`config.mk`:
```
export PLATFORM = sky130hd
export DESIGN_NAME = contatore_gray
export DESIGN_NICKNAME = d
export VERILOG_FILES = /design/src/rtl/contatore_gray_pkg.sv /design/src/rtl/contatore_gray.sv
export SDC_FILE = /design/constraint.sdc
export NUM_CORES = 1
export LEC_CHECK = 0
export ABC_CLOCK_PERIOD_IN_PS = 1600
export CORE_AREA = 2 2 39 41
export DETAILED_ROUTE_END_ITERATION = 12
export DIE_AREA = 0 0 41 43
export GPL_TIMING_DRIVEN = 0
export PLACE_DENSITY = 0.3
export SETUP_SLACK_MARGIN = 0.15
export SLEW_MARGIN = 20
export SYNTH_ARGS = -nofsm -noshare
export SYNTH_HDL_FRONTEND = slang
export SYNTH_SLANG_ARGS = --single-unit
```
`constraint.sdc`:
```
create_clock -name clk -period 1.6 [get_ports clk]
set_input_delay 0.32 -clock clk [delete_from_list [all_inputs] [get_ports clk]]
set_output_delay 0.32 -clock clk [all_outputs]
set_load 0.01 [all_outputs]
```
`src/rtl/contatore_gray_pkg.sv`:
```
// Shared constants and Gray-code helpers for contatore_gray.
package contatore_gray_pkg;

  localparam int unsigned DEFAULT_WIDTH = 3;

  // Reflected-binary encode of the low w bits of x; upper bits cleared.
  function automatic logic [15:0] bin2gray(logic [15:0] x, int w);
    logic [15:0] mask;
    mask = (w >= 16) ? 16'hFFFF : 16'((32'd1 << w) - 32'd1);
    return (x ^ (x >> 1)) & mask;
  endfunction

  // Gray decode: prefix XOR running from bit w-1 down to bit 0.
  function automatic logic [15:0] gray2bin(logic [15:0] g, int w);
    logic [15:0] b;
    logic        acc;
    b   = '0;
    acc = 1'b0;
    for (int i = 15; i >= 0; i--) begin
      if (i < w) begin
        acc  = acc ^ g[i];
        b[i] = acc;
      end
    end
    return b;
  endfunction

  // Number of set bits in x.
  function automatic int unsigned popcount(logic [15:0] x);
    int unsigned n;
    n = 0;
    for (int i = 0; i < 16; i++) begin
      n = n + 32'(x[i]);
    end
    return n;
  endfunction

endpackage

```
`src/rtl/contatore_gray.sv`:
```
// Free-running WIDTH-bit Gray-code up-counter with registered output.
// Optional self-checks are compiled when CONTATORE_GRAY_CHECK_EN is defined.
module contatore_gray
  import contatore_gray_pkg::*;
#(
  parameter int unsigned WIDTH = DEFAULT_WIDTH
) (
  input  logic             clk,
  input  logic             reset,
  output logic [WIDTH-1:0] y
);

  logic [WIDTH-1:0] bin_q, bin_d;
  logic [WIDTH-1:0] y_q, y_d;

  // Next binary count and its Gray image, loaded together so y is a pure register.
  always_comb begin
    bin_d = bin_q + WIDTH'(1);
    y_d   = WIDTH'(bin2gray(16'(bin_d), int'(WIDTH)));
  end

  // State registers with synchronous reset taking priority over counting.
  always_ff @(posedge clk) begin
    if (reset) begin
      bin_q <= '0;
      y_q   <= '0;
    end else begin
      bin_q <= bin_d;
      y_q   <= y_d;
    end
  end

  assign y = y_q;

`ifdef CONTATORE_GRAY_CHECK_EN
  localparam logic [WIDTH-1:0] Y_TOP = WIDTH'(32'd1 << (WIDTH - 1));

  logic started_q;

  // Marks that a reset has been seen so checks never look at power-up values.
  always_ff @(posedge clk) begin
    if (reset) begin
      started_q <= 1'b1;
    end
  end

  // Successive counting outputs differ in exactly one bit.
  a_one_bit: assert property (@(posedge clk)
    (started_q && !$past(reset) && !$past(reset, 2)) |->
      (popcount(16'(y ^ $past(y))) == 1))
    else $error("%t one-bit step violated: prev y=%0h y=%0h", $time, $past(y), y);

  // Decoded output advances by one modulo 2**WIDTH.
  a_incr: assert property (@(posedge clk)
    (started_q && !$past(reset) && !$past(reset, 2)) |->
      (WIDTH'(gray2bin(16'(y), int'(WIDTH))) ==
       WIDTH'(gray2bin(16'($past(y)), int'(WIDTH)) + 16'd1)))
    else $error("%t increment violated: prev y=%0h y=%0h", $time, $past(y), y);

  // Output is zero right after a reset edge.
  a_reset: assert property (@(posedge clk)
    (started_q && $past(reset)) |-> (y == '0))
    else $error("%t reset value violated: prev y=%0h y=%0h", $time, $past(y), y);

  // Wrap from the top code back to zero.
  c_wrap: cover property (@(posedge clk)
    (started_q && !$past(reset) && !$past(reset, 2) && $past(y) == Y_TOP && y == '0));
`endif

endmodule

```
# --- After elaboration in Yosys (flattened, before gate mapping) ---
# Cells that the tools add are included.
# Widths: inputs -> output; s select.
op_classes:
  n_addsub: 1
  bitwise_logic: 1
ops:
  columns: ["op", "n"]
  rows:
  - ["$add 3x1->3 const B", 1]
  - ["$xor 3x2->3", 1]
totals:
  ff_bits: 6

# --- Depth between registers and ports, before layout ---
# Gate-level depths: netlist of run 1.
depth:
  depth_word: 2
  mapped_depth: 3
  ltp_nobuf: 3

# --- Worst setup path after synthesis of run 1 ---
# Ideal clock, no wire load.
synth_timing:
  kind: "reg2reg"
  start: "register bin_q[0]"
  end: "register y_q[1] (netlist: y[1])"
  setup_ps: 123
  t_arrival_ps: 1040
  setup_slack_ps: 437
  path_stages_with_launch: 4
  path_buffers: 0
  period_less_slack_ps: 1163
  path_cell_list: "dfxtp_1 -> ha_1 -> nor2b_1 -> mux2_1"
synth_between:
  elab_chain_cells: 2
synth_lines:
  columns: ["element", "line", "text"]
  rows:
  - ["start, declared", "contatore_gray.sv:13", "logic [WIDTH-1:0] bin_q, bin_d;"]
  - ["start signal, assigned", "contatore_gray.sv:28", "bin_q <= bin_d;"]
  - ["$add 3x1->3", "contatore_gray.sv:18", "bin_d = bin_q + WIDTH'(1);"]
  - ["net bin_d[1]", "contatore_gray.sv:13", null]
  - ["$xor 3x2->3", "contatore_gray_pkg.sv:10", "return (x ^ (x >> 1)) & mask;"]
  - ["end signal, assigned", "contatore_gray.sv:29", "y_q <= y_d;"]
  - ["end, declared", "contatore_gray.sv:14", "logic [WIDTH-1:0] y_q, y_d;"]
# The timed path passes the listed nets, and every way through them passes these cells.
# A chain may end at the register's enable or synchronous reset.

# --- Worst setup path in the final report of run 1 ---
layout_timing:
  start: "register y_q[1] (netlist: y[1])"
  end: "output port y[1]"
layout_rtl:
  columns: ["element", "line", "text"]
  rows:
  - ["end, declared", "contatore_gray.sv:10", "output logic [WIDTH-1:0] y"]
# No word-level cell between the ends.

==> impl_metrics.ini, run 1 <==
[route]
drt_first_pass_iters = 1
vias = 117
drcViolationCount = 0
postRouteAntennaNets = 0
routed_wl_um = 264
routedWlPerCell_um = 6.77
drt-initial-drc-count = 0
via_per_inst = 3.00

[synthesis]
synth_top_cells_by_count = dfxtp_1, nor2_1
ys_seq_elements = 5
yosysUniqueCellTypes = 8
yosys_warnings = 0
synthFlopType = dfxtp_1
synth.area.top_cells = dfxtp_1, nor2_1, ha_1, mux2_1, xnor2_1
yosysMostFrequentCell = dfxtp_1
ys_seq_area_frac = 0.588
post_synth_inst_count = 15
yosys.area.top_type = dfxtp_1
syn_area_sq_um = 170
ys_async_sr_fraction = 0
synth_top_area_frac = 0.588
synth_edf_count = 0
synth_area_per_cell_sq_um = 11.3
synth_nets = 18

[timing]
drv_slew = 0
min_period_ns = 1.39
fmax_ghz = 0.722
slew_headroom = 0.865
finalHoldViolCount = 0
worst_pin_slew_ns = 0.201
rsz0062_at_grt = no
whs_ns = 0.438
final.period_utilization = 0.866
fin_skew_ns = 0.00207
tns_ns = 0
setup_viol = 0

[placement]
gp_congestion = 0.669
dp_hpwl_um = 201
port_buffers = 4

[floorplan]
die_x_um = 41
coreArea_sq_um = 1380
ios = 5
start_util = 0.123
row_count = 14
die_area_sq_um = 1760
die_height_um = 43

[critical_path]
worst_path_max_delay_cell = clkdlybuf4s50_1
critical-path-max-stage-delay_ns = 0.52
crit_type = register to output pin
crit_chain = clkdlybuf4s50_1
cp-start-kind = register
crit_buf_inv = 1
critPathTopFamily = buffers and inverters
critPathRequiredTime_ns = 1.28
worstSetupEndpointType = output pin
path_max_fanout = 1
worstPathArrival_ns = 1.07

[pwr]
pwr-share-seq = 0.416
power_density_nw_per_um2 = 1360
p_switching_w = 0.0000822
comb_power_share = 0.146
clockPowerShare = 0.438
ir_drop_v = 0.000253
netSwitchingFraction = 0.237
p_int_w = 0.000265
power.leakage_nw = 0.112

[cts]
cts_sinks = 5
insertion_delay_ns = 0.25
clkSlewWorstSetupHoldPaths_ns = 0.05
cts_root_buffer = clkbuf_4
cts_hold_buf = 0
cts_tree = done
cts_buffer_depth = 2
htreeDepth = 1
cts_buffers = 3

[global_routing]
grt_pass1_wl_um = 469
antenna_found_initial = 0
overflow = 0
grt_usage = 0.0483
grt_pass1_vias = 123
grt_start_max_net_pins = 6

[outcome]
outcome = complete, no violations

[layout]
syn_to_final_growth_pct = 50.0
antenna_cells = 0
drive_gt1_frac = 0.174
fin_nets = 27

[hold_path]
worstHoldPathType = register to register

[flow_run]
cap_viol_max_count = 0
-- worst paths after layout --
check            from  slack (ns)  depth (start not counted)  endpoint
max              y[1]        0.21                          1      y[1]
max reg2reg  bin_q[0]        0.39                          3      y[1]
min reg2reg  bin_q[0]        0.44                          1  bin_q[0]
min          bin_q[0]        0.44                          1  bin_q[0]
-- state kept, by name, indices dropped and copies added, names as in the netlist --
name / flops
bin_q: 3
y: 2
-- per-layer routing --
metal / global-route usage / part of all wire / vias up
met2: 0.0469 / 0.42 / 5
met1: 0.0485 / 0.43 / 47
met3: 0.0314 / 0.083 / 2
met5: 0 / 0 / -
li1: - / - / 63
met4: 0.0800 / 0.064 / 0
-- layout by cell type (no fill, tap or decap) --
master,instances
buf_4,1
clkbuf_1,1
clkbuf_4,3
clkdlybuf4s50_1,3
dfxtp_1,5
dlygate4sd2_1,1
ha_1,1
mux2_1,1
nor2_1,4
nor2b_1,1
xnor2_1,1
xor2_1,1
-- power by group through the flow --
stage	Sequential (W)	Clock (W)	Combinational [W]
detailed placement	0.000147	0	0.0000530
global placement	0.000146	0	0.0000535
finish	0.000144	0.000152	0.0000507
floorplan	0.000150	0	0.0000245
global route	0.000146	0.000162	0.0000573
CTS	0.000144	0.000159	0.0000519
-- logic make-up after synthesis --
kind of cell  share of synthesized area
mux                              0.0662
simple gates                      0.125
buf+inv                          0.0441
xor+xnor                          0.103
flops                             0.588
fa+ha+maj                        0.0735
-- cell type report --
cell class	count	area, sq um
fillers	153	1130
flip-flops and latches	5	100
multi-input cells	9	62.6
repair buffers	4	38.8
clock buffers	4	26.3
well taps	16	20.0
plain buffers	1	7.51
-- repair_timing --
item                                   in CTS  in global routing
gates resized for setup                     1                  0
setup endpoints to repair                   1                  0
setup buffers                               0                  0
endpoints found under the hold margin       0                  0
-- stage by stage --
stage | total power, W | worst slack, ns | util | instances | area [sq um]
6_report | 0.000347 | 0.214 | 0.184 | 39 | 255
5_1_grt | 0.000365 | 0.170 | 0.184 | 39 | 255
4_1_cts | 0.000356 | 0.201 | 0.184 | 39 | 255
3_5_place_dp | 0.000200 | 0.218 | 0.166 | 35 | 230
3_3_place_gp | 0.000200 | 0.227 | 0.166 | 35 | 230
2_1_floorplan | 0.000175 | 0.437 | - | 15 | 170
No activity file was read; power rests on OpenSTA's default activity.
==> run 2: changes to the inputs <==
--- a/config.mk
+++ b/config.mk
@@ -6,9 +6,11 @@
 export NUM_CORES = 1
 export LEC_CHECK = 0
 export ABC_CLOCK_PERIOD_IN_PS = 1600
-export CORE_AREA = 2 2 39 41
+export CAP_MARGIN = 30
+export CORE_AREA = 4 4 41 43
+export CTS_BUF_LIST = sky130_fd_sc_hd__clkbuf_2
 export DETAILED_ROUTE_END_ITERATION = 12
-export DIE_AREA = 0 0 41 43
+export DIE_AREA = 0 0 45 47
 export GPL_TIMING_DRIVEN = 0
 export PLACE_DENSITY = 0.3
 export SETUP_SLACK_MARGIN = 0.15
==> impl_metrics.ini, run 2 (synthesized netlist as in run 1, its figures left out) <==
[layout]
drive_gt1_frac = 0.217
antenna_cells = 0
final_util = 0.190
fillers = 152
regArea_sq_um = 100
regMostFlops = bin_q
mostFrequentLayoutCell = dfxtp_1
syn_to_final_growth_pct = 45.6
multi_input_area_sq_um = 62.6
final_cell_mix = dfxtp_1, nor2_1, clkbuf_2
largest_register_ffs = 3
instances_no_fill = 38
fin_nets = 27

[timing]
final.period_utilization = 0.851
drv_slew = 0
rsz0062_at_grt = no
tns_ns = 0
worst_pin_slew_ns = 0.216
setup_viol = 0
min_period_ns = 1.36
fmax_ghz = 0.735
slew_headroom = 0.855
fin_ws_ns = 0.239
fin_skew_ns = 0.00280
finalHoldViolCount = 0

[placement]
placedCellCount = 34
gp_congestion = 0.677
port_buffers = 4
dpl_worst_slack_ns = 0.228

[floorplan]
die_area_sq_um = 2120
coreArea_sq_um = 1300
die_x_um = 45
start_util = 0.131
die_height_um = 47
ios = 5
row_count = 13

[critical_path]
critical-path-max-stage-delay_ns = 0.52
worstPathArrival_ns = 1.04
cp-start-kind = register
reg2reg_depth = 3
worst_path_max_delay_cell = clkdlybuf4s50_1
crit_type = register to output pin
crit_chain = clkdlybuf4s50_1
worst-path-stages = 1
crit_buf_inv = 1
critPathRequiredTime_ns = 1.28
critPathTopFamily = buffers and inverters
worstSetupEndpointType = output pin
path_max_fanout = 1

[hold_path]
hold_depth = 1
worstHoldPathType = register to register

[route]
drcViolationCount = 0
routedWlPerCell_um = 6.66
vias = 113
drt-initial-drc-count = 1
postRouteAntennaNets = 0
via_per_inst = 2.97
routed_wl_um = 253
drt_first_pass_iters = 2

[pwr]
power_density_nw_per_um2 = 1260
power.leakage_nw = 0.114
ir_drop_v = 0.000505

[outcome]
outcome = complete, no violations

[cts]
htreeDepth = 1
cts_buffer_depth = 2
cts_setup_buffers = 0
cts_sinks = 5
cts_tree = done
clkSlewWorstSetupHoldPaths_ns = 0.05
insertion_delay_ns = 0.22
cts_buffers = 3
cts_root_buffer = clkbuf_2

[global_routing]
antenna_found_initial = 0
grt_usage = 0.0364
grt_pass1_vias = 104
grt_start_max_net_pins = 6
overflow = 0
grt_pass1_wl_um = 420

[flow_run]
cap_viol_max_count = 0
-- run 2: cell counts in the layout (fill, tap and decap cells not counted) --
No cell type changed its count.
-- run 2: cell type report --
cell class,count,area share
Timing Repair Buffer,4,0.157
Buffer,1,0.0303
Tap cell,15,0.0758
Clock buffer,4,0.0808
Sequential cell,5,0.404
Multi-Input combinational cell,9,0.253
-- run 2: worst paths after layout --
| path | endpoint | slack (ns) | start |
|---|---|---|---|
| min reg2reg | bin_q[0] | 0.45 | bin_q[0] |
| max reg2reg | y[1] | 0.39 | bin_q[0] |
| max | y[0] | 0.24 | y[0] |
| min | bin_q[0] | 0.45 | bin_q[0] |
-- run 2: stage by stage --
| stage | instance area, sq um | hold slack (ns) | power [W] |
|---|---|---|---|
| 2_1_floorplan | 170 | 0.392 | 0.000175 |
| 3_3_place_gp | 229 | 0.431 | 0.000200 |
| 3_5_place_dp | 229 | 0.440 | 0.000200 |
| 4_1_cts | 248 | 0.453 | 0.000319 |
| 5_1_grt | 248 | 0.485 | 0.000337 |
| 6_report | 248 | 0.446 | 0.000311 |
-- run 2: timing repair --
action                     4_1_cts  5_1_grt
hold buffers                     0        0
resized for setup                1        0
setup endpoints to repair        1        0
-- run 2: where the power goes --
group | total [W] | switching, W | internal, W
registers | 0.000144 | 0.00000502 | 0.000139
clock network | 0.000116 | 0.0000503 | 0.0000661
logic | 0.0000509 | 0.0000201 | 0.0000309
-- run 2: layer usage --
layer	global-route usage	part of all wire	vias up	routed length [um]
met4	0.0175	0	0	0
met2	0.0339	0.43	6	109
met3	0.0690	0.21	0	53
met5	0	0	-	0
li1	-	-	62	-
met1	0.0297	0.36	45	90
==> run 3: changes to the inputs <==
--- a/config.mk
+++ b/config.mk
@@ -13,7 +13,6 @@
 export DIE_AREA = 0 0 45 47
 export GPL_TIMING_DRIVEN = 0
 export PLACE_DENSITY = 0.3
-export SETUP_SLACK_MARGIN = 0.15
 export SLEW_MARGIN = 20
 export SYNTH_ARGS = -nofsm -noshare
 export SYNTH_HDL_FRONTEND = slang
==> impl_metrics.ini, run 3 (synthesized netlist as in run 1, its figures left out) <==
[outcome]
outcome = complete, no violations

[layout]
mostFrequentLayoutCell = dfxtp_1
fin_nets = 27
regMostFlops = bin_q
syn_to_final_growth_pct = 46.3
final_cell_mix = dfxtp_1, nor2_1, clkbuf_2, clkdlybuf4s50_1
multi_input_area_sq_um = 62.6
instances_no_fill = 38
drive_gt1_frac = 0.217
antenna_cells = 0
fillers = 151
regArea_sq_um = 100
largest_register_ffs = 3
final_util = 0.191

[placement]
placedCellCount = 34
gp_congestion = 0.677
port_buffers = 4
dpl_worst_slack_ns = 0.228

[pwr]
clockPowerShare = 0.373
power.leakage_nw = 0.109
p_int_w = 0.000237
netSwitchingFraction = 0.242
comb_power_share = 0.167
power_density_nw_per_um2 = 1250
pwr-share-seq = 0.460
p_switching_w = 0.0000755
ir_drop_v = 0.000506

[cts]
htreeDepth = 1
cts_buffer_depth = 2
insertion_delay_ns = 0.22
cts_sinks = 5
cts_hold_buf = 0
cts_buffers = 3
cts_tree = done
clkSlewWorstSetupHoldPaths_ns = 0.05
cts_root_buffer = clkbuf_2
post_cts_resized = 0
cts_setup_buffers = 0

[timing]
fin_skew_ns = 0.00280
fmax_ghz = 0.667
tns_ns = 0
min_period_ns = 1.50
final.period_utilization = 0.937
setup_viol = 0
fin_ws_ns = 0.101
worst_pin_slew_ns = 0.216
slew_headroom = 0.855
whs_ns = 0.446
drv_slew = 0
rsz0062_at_grt = no
finalHoldViolCount = 0

[floorplan]
row_count = 13
ios = 5
coreArea_sq_um = 1300
die_area_sq_um = 2120
die_height_um = 47
start_util = 0.131
die_x_um = 45

[critical_path]
critPathRequiredTime_ns = 1.28
crit_type = register to output pin
critPathTopFamily = buffers and inverters
worstPathArrival_ns = 1.18
worstSetupEndpointType = output pin
cp-start-kind = register
crit_chain = buf_4 > clkdlybuf4s50_1
path_max_fanout = 2
worst_path_max_delay_cell = clkdlybuf4s50_1
critical-path-max-stage-delay_ns = 0.52
worst-path-stages = 2
crit_buf_inv = 2
reg2reg_depth = 3

[route]
via_per_inst = 2.97
postRouteAntennaNets = 0
drt_first_pass_iters = 2
drt-initial-drc-count = 1
routed_wl_um = 252
vias = 113
routedWlPerCell_um = 6.63
drcViolationCount = 0

[hold_path]
hold_depth = 1
worstHoldPathType = register to register

[global_routing]
antenna_found_initial = 0
grt_start_max_net_pins = 6
grt_usage = 0.0364
overflow = 0
grt_pass1_vias = 104
grt_pass1_wl_um = 420

[flow_run]
cap_viol_max_count = 0
[run 3: changes by cell type in the layout (fill, tap and decap cells not counted)]
cell and delta:
clkdlybuf4s50_1 +1, dlygate4sd2_1 -1
[run 3: area by class of cell]
cell class,instances,share of cell area
multi-input cells,9,0.251
well taps,15,0.0754
repair buffers,4,0.161
flip-flops and latches,5,0.402
plain buffers,1,0.0302
clock buffers,4,0.0804
[run 3: metrics by stage]
step           power [W]  area [sq um]
6_report        0.000312           249
5_1_grt         0.000338           249
4_1_cts         0.000320           249
3_5_place_dp    0.000200           229
3_3_place_gp    0.000200           229
2_1_floorplan   0.000175           170
[run 3: power by group through the flow]
stage	combinational, W	sequential [W]	clock [W]
6_report	0.0000521	0.000144	0.000116
5_1_grt	0.0000572	0.000145	0.000136
4_1_cts	0.0000535	0.000144	0.000123
3_5_place_dp	0.0000534	0.000147	0
3_3_place_gp	0.0000539	0.000146	0
2_1_floorplan	0.0000245	0.000150	0
[run 3: final timing paths]
check                 from  endpoint  slack, ns
setup / recovery  bin_q[2]      y[2]       0.10
hold / removal    bin_q[0]  bin_q[0]       0.45
setup reg to reg  bin_q[0]      y[1]       0.39
hold reg to reg   bin_q[0]  bin_q[0]       0.45
[run 3: layer usage]
metal / wire length [um] / track usage / up-vias / part of all wire
met2: 109 / 0.0339 / 6 / 0.43
met5: 0 / 0 / - / 0
li1: - / - / 62 / -
met4: 0 / 0.0175 / 0 / 0
met3: 52 / 0.0690 / 0 / 0.21
met1: 90 / 0.0297 / 45 / 0.36
